**src/rtl/accel_pkg.sv**
```systemverilog
// Shared constants and types for the accelerator output paths.
// Array geometry, state encoding, saturation limits and the row-major index.
package accel_pkg;

  localparam int N      = 8;
  localparam int PSUM_W = 24;
  localparam int OUT_W  = 8;
  localparam int NN     = N * N;
  localparam int IDX_W  = $clog2(NN);
  localparam int RC_W   = $clog2(N);

  localparam int OUT_MAX = (2 ** (OUT_W - 1)) - 1;
  localparam int OUT_MIN = -(2 ** (OUT_W - 1));

  typedef enum logic {
    ST_IDLE   = 1'b0,
    ST_STREAM = 1'b1
  } drain_state_e;

  function automatic int rm_index(input int row, input int col);
    return row * N + col;
  endfunction

endpackage

```
**src/rtl/requant_sat.sv**
```systemverilog
// Requantizer: arithmetic right shift (floor) then signed saturation to OUT_W.
// Purely combinational so it can sit directly behind a register bank.
module requant_sat
  import accel_pkg::*;
(
  input  logic [PSUM_W-1:0] din,
  input  logic [4:0]        shift,
  output logic [OUT_W-1:0]  dout
);

  localparam logic signed [PSUM_W-1:0] HI = PSUM_W'(OUT_MAX);
  localparam logic signed [PSUM_W-1:0] LO = PSUM_W'(OUT_MIN);

  logic signed [PSUM_W-1:0] y;

  always_comb begin
    y = $signed(din) >>> shift;
    if (y > HI) begin
      dout = OUT_W'(OUT_MAX);
    end else if (y < LO) begin
      dout = OUT_W'(OUT_MIN);
    end else begin
      dout = y[OUT_W-1:0];
    end
  end

endmodule

```
**src/rtl/result_drain.sv**
```systemverilog
// Snapshots the systolic array's partial sums and streams them out row-major,
// requantized, over a valid/ready handshake.
//
//   state     | meaning
//   ST_IDLE   | no snapshot held; waiting for capture
//   ST_STREAM | snapshot held; presenting bank[idx] until the last handshake
module result_drain
  import accel_pkg::*;
(
  input  logic                   clk,
  input  logic                   rst,
  input  logic                   capture,
  input  logic [NN*PSUM_W-1:0]   result_flat,
  input  logic [4:0]             shift,
  input  logic                   out_ready,
  output logic                   out_valid,
  output logic [OUT_W-1:0]       out_data,
  output logic [RC_W-1:0]        out_row,
  output logic [RC_W-1:0]        out_col,
  output logic                   out_last,
  output logic                   busy,
  output logic                   done
);

  localparam logic [IDX_W-1:0] LAST_IDX  = IDX_W'(rm_index(N - 1, N - 1));
  localparam logic [4:0]       SHIFT_MAX = 5'(PSUM_W - 1);

  drain_state_e            state_q, state_d;
  logic [IDX_W-1:0]        idx_q, idx_d;
  logic [4:0]              shift_q, shift_d;
  logic                    done_q, done_d;
  logic                    load;
  logic [PSUM_W-1:0]       bank_q [NN];
  logic [OUT_W-1:0]        rq_data;
  logic                    streaming;

  always_comb begin
    state_d = state_q;
    idx_d   = idx_q;
    shift_d = shift_q;
    done_d  = 1'b0;
    load    = 1'b0;
    case (state_q)
      ST_IDLE: begin
        if (capture) begin
          load    = 1'b1;
          state_d = ST_STREAM;
          idx_d   = '0;
          shift_d = (shift > SHIFT_MAX) ? SHIFT_MAX : shift;
        end
      end
      ST_STREAM: begin
        if (out_ready) begin
          if (idx_q == LAST_IDX) begin
            state_d = ST_IDLE;
            idx_d   = '0;
            done_d  = 1'b1;
          end else begin
            idx_d = idx_q + 1'b1;
          end
        end
      end
      default: state_d = ST_IDLE;
    endcase
  end

  always_ff @(posedge clk or posedge rst) begin
    if (rst) begin
      state_q <= ST_IDLE;
      idx_q   <= '0;
      shift_q <= '0;
      done_q  <= 1'b0;
    end else begin
      state_q <= state_d;
      idx_q   <= idx_d;
      shift_q <= shift_d;
      done_q  <= done_d;
    end
  end

  // Bank content is don't-care after reset, so it carries no reset term.
  always_ff @(posedge clk) begin
    if (load) begin
      for (int i = 0; i < NN; i++) begin
        bank_q[i] <= result_flat[i*PSUM_W +: PSUM_W];
      end
    end
  end

  requant_sat u_requant_sat (
    .din   (bank_q[idx_q]),
    .shift (shift_q),
    .dout  (rq_data)
  );

  assign streaming = (state_q == ST_STREAM);
  assign out_valid = streaming;
  assign busy      = streaming;
  assign done      = done_q;
  assign out_data  = streaming ? rq_data : '0;
  assign out_row   = streaming ? idx_q[IDX_W-1:RC_W] : '0;
  assign out_col   = streaming ? idx_q[RC_W-1:0] : '0;
  assign out_last  = streaming && (idx_q == LAST_IDX);

endmodule
```
**config.mk**
```make
export PLATFORM = sky130hd
export DESIGN_NAME = result_drain
export DESIGN_NICKNAME = d
export VERILOG_FILES = /design/src/rtl/accel_pkg.sv /design/src/rtl/requant_sat.sv /design/src/rtl/result_drain.sv
export SDC_FILE = /design/constraint.sdc
export NUM_CORES = 1
export LEC_CHECK = 0
export CAP_MARGIN = 30
export CORE_AREA = 5 5 600 602
export DETAILED_ROUTE_END_ITERATION = 12
export DIE_AREA = 0 0 605 607
export PLACE_DENSITY = 0.37
export SYNTH_ARGS = -nofsm -noshare
export SYNTH_HDL_FRONTEND = slang
export SYNTH_SLANG_ARGS = --single-unit
```
**constraint.sdc**
```tcl
create_clock -name clk -period 80.5 [get_ports clk]
set_input_delay 16.1 -clock clk [delete_from_list [all_inputs] [get_ports clk]]
set_output_delay 16.1 -clock clk [all_outputs]
set_load 0.01 [all_outputs]
```
==> summary.md <==
| Metric | Value |
|---|---|
| Lkg Pwr | `27.89 nW` |
| Max IR drop VDD | `0.01550 mV` |
| Max-slew violation count | `0` |
| Clock network power share | `37.0%` |
| RSZ-0062 raised after global routing | `false` |
| Critical path fanouts, max | `82` |
| Ports | `1563` |
| Syn Inst Count | `2854` |
| Critical Path RT | `64400 ps` |
| CP Launch Type | `flip-flop` |
| Max_slew headroom | `22.10%` |
| CTS resizes | `0` |
| Core ar. | `354300 sq um` |
| Setup violations, final | `0` |
| Detailed Route Iter0 Violations | `3242` |
| Int Power | `1.627 mW` |
| PD cells | `26.48 nW/um^2` |
| Fillers | `36230` |
| Post-layout minimum cycle time | `24690 ps` |
| Number of synthesis warnings | `0` |
| Worst-path clk slew | `60 ps` |
| Initial core utilization | `17.14%` |
| Setup CP Type | `reg -> out` |
| WL per Instance | `33.27 um` |
| CTS Buf Count | `196` |
| Postcts setup bufs | `0` |
| Seq cells post-synth | `1549` |
| Endpoints failing hold | `0` |
| Largest net degree at the start of global routing | `168` |
| Port Buffers | `1562` |
| Die W | `605 um` |
| First-pass GRT wire length | `401100 um` |
| Switch share | `30.79%` |
| Clk Latency, worst-skew pair | `850 ps` |
| Total Routing Usage GR | `16.45%` |
| CP delay by family, top | `buffers and inverters` |
| Non-filler instance count after layout | `9513` |
| H-tree depth | `4` |
| Die Area | `367200 sq um` |
| Post-layout util | `25.05%` |
| Global route overflow | `0` |
| Vias in the first global route | `39910` |
| Critical path arrival | `8590 ps` |
| DPL Wire Length | `247500 um` |
| Post-route ant nets | `0` |
| Max clock buf depth | `4` |
| CTS Hold Bufs | `0` |
| Worst path bufs/invs | `5` |
| Mean Syn Cell Area | `21.27 sq um` |
| Worst path slowest cell | `o21ai_0` |
| Hold slack | `788.2 ps` |
| Via-to-Cell Ratio | `3.979` |
| Setup TNS | `0 ps` |
| Crit end category | `output pin` |
| Syn-to-layout area delta | `46.22%` |
| Post-synth top flop | `edfxtp_1` |
| Total routed wirelength | `316500 um` |
| Nets@finish | `6093` |
| Row count | `219` |
| Flop pwr share | `38.2%` |
| Sequential element share of the synthesized area | `76.51%` |
| Mapped Area | `60710 sq um` |
| Share of cells above drive strength 1 | `16.12%` |
| Syn_nets | `4400` |
| Die H | `607 um` |
| Initial antenna violation count | `267` |
| Synth unique cells | `74` |
| Gpl congestion | `0.8227` |
| Tightest Hold Check Type | `reg -> reg` |
| Cells after DPL | `9097` |
| Residual DRC count | `0` |
| Combinational share of power | `24.7%` |
| DR pass1 iterations | `6` |
| Crit-path cells | `buf_12, buf_4, buf_4, buf_12, mux4_2, a22o_1, o21ai_0, o2bb2ai_1, mux2_2, nor3_1, nor4_2, o22ai_1, o41ai_2, a31oi_2, o31a_1, clkdlybuf4s50_1` |
| Post-synth EDFFs | `1536` |
| Slew @ Worst Pin | `1168 ps` |
| CP peak stage delay | `750 ps` |
| Number of max-cap violations | `0` |
| TritonCTS clock tree | `yes` |
| Switching power | `0.7238 mW` |
| Max Clk Rate | `0.04051 GHz` |
| Post-synthesis async set-or-reset flop share | `0.8393%` |
| Status | `completed` |
| DR vias | `37850` |
| CTS sink cnt | `1549` |
| Root Driver | `clkbuf_16` |
| Final worst path period share | `30.67%` |
| Clk_skew | `38.53 ps` |
-- placed cells by master, fill, tap and decap left out, types with 36 or more instances in the layout --
master,count
o22ai_1,36
clkdlybuf4s50_1,1562
nor2_1,55
diode_2,59
mux2i_1,161
a22oi_1,98
nand2_1,62
clkbuf_16,197
clkbuf_1,49
clkinv_1,45
edfxtp_1,1536
buf_4,77
mux4_2,336
o21ai_0,52
a21oi_1,45
-- through the flow --
step                worst slack [ps]  total power [mW]  instance area [sq um]
global placement               56420             1.528                  82130
CTS                            55450             2.418                  88550
floorplan                      17790             1.181                  60710
global route                   55300             2.456                  88660
detailed placement             56480             1.529                  82360
finish                         55810             2.351                  88770
-- state kept, by name, indices dropped and copies added, names as in the netlist --
| name | count |
|---|---|
| bank_q | 1536 |
| busy | 1 |
| done | 1 |
| idx_q | 6 |
| shift_q | 5 |
-- synthesized netlist by cell type, types with 3 or more instances --
library cell     n  area share, %
nor4_1           6          0.062
nand3_1         11          0.091
nor2b_1         19           0.20
o2111ai_1        3          0.043
a21boi_0         4          0.049
clkbuf_1        79           0.49
nor3_1          25           0.21
dfrtp_1         13           0.54
nand4_1          3          0.031
buf_4           21           0.26
and3_1           3          0.031
o221ai_1        10           0.14
a41oi_1          3          0.043
o21ai_1          4          0.033
a211oi_1        16           0.20
a22oi_1         98            1.2
a32oi_2          3          0.080
buf_6           29           0.54
edfxtp_1      1536             76
mux2_2          15           0.28
o31a_1           4          0.058
nand4b_1         3          0.043
nor2_1          61           0.38
buf_2           27           0.22
a22o_1          22           0.32
a21oi_1         45           0.37
o21ai_0         55           0.45
o22a_1           5          0.072
a31oi_1          7          0.072
a221oi_1        19           0.27
mux2i_1        161            2.7
a211o_1          4          0.058
mux4_2         336             12
o31ai_1          5          0.062
nand2b_1         7          0.072
o22ai_1         36           0.37
a2111oi_0        4          0.058
buf_1            9          0.056
nand2_1         65           0.40
o211ai_1         8          0.099
inv_1            7          0.043
and2_1          11           0.11
o21a_1           8          0.099
or3_1            6          0.062
-- power groups by stage --
stage          logic, mW  registers, mW  clock network (mW)
3_5_place_dp       0.612          0.917                   0
5_1_grt            0.624          0.900               0.933
4_1_cts            0.614          0.900               0.903
3_3_place_gp       0.611          0.917                   0
2_1_floorplan      0.276          0.905                   0
6_report           0.582          0.899               0.870
-- area by class of cell --
cell class                      instances  area, sq um  area share (%)
Tap cell                             4751         5944           6.697
Clock inverter                        108         1074           1.209
Antenna cell                           59        147.6          0.1663
Clock buffer                          246         5114           5.761
Multi-Input combinational cell       1128        13370           15.06
Inverter                               10        37.54         0.04229
Timing Repair Buffer                 1662        16620           18.72
Sequential cell                      1549        46470           52.35
-- logic make-up (layout without fill, tap and decap cells) --
family / count (synthesis) / in the layout / share of synthesized area, %
simple gates: 225 / 225 / 1.758
mux: 514 / 514 / 15.45
other cells: 0 / 59 / 0
compound gates: 388 / 388 / 4.573
fa+ha+maj: 1 / 1 / 0.02061
flops: 1549 / 1549 / 76.51
buf+inv: 177 / 2026 / 1.684
-- metal layers --
layer  track usage [%]  up-vias  share of wire (%)
li1                  -    15640                  -
met1             18.51    19640                 37
met2             30.95     1762                 53
met3             4.463      669                6.9
met4             3.279      144                2.4
met5                 0        -               0.28
-- path summary, 6_finish.rpt --
kind,startpoint,endpoint,slack [ps],cells past startpoint
min in group asynchronous,rst,idx_q[0],15710,2
max in group asynchronous,rst,idx_q[2],64220,2
worst min register to register,idx_q[1],idx_q[1],790,1
worst max register to register,busy,bank_q[4][15],74740,10
worst max-delay path,idx_q[0],out_data[5],55810,16
worst min-delay path,idx_q[1],idx_q[1],790,1
No activity file was read; power rests on OpenSTA's default activity.
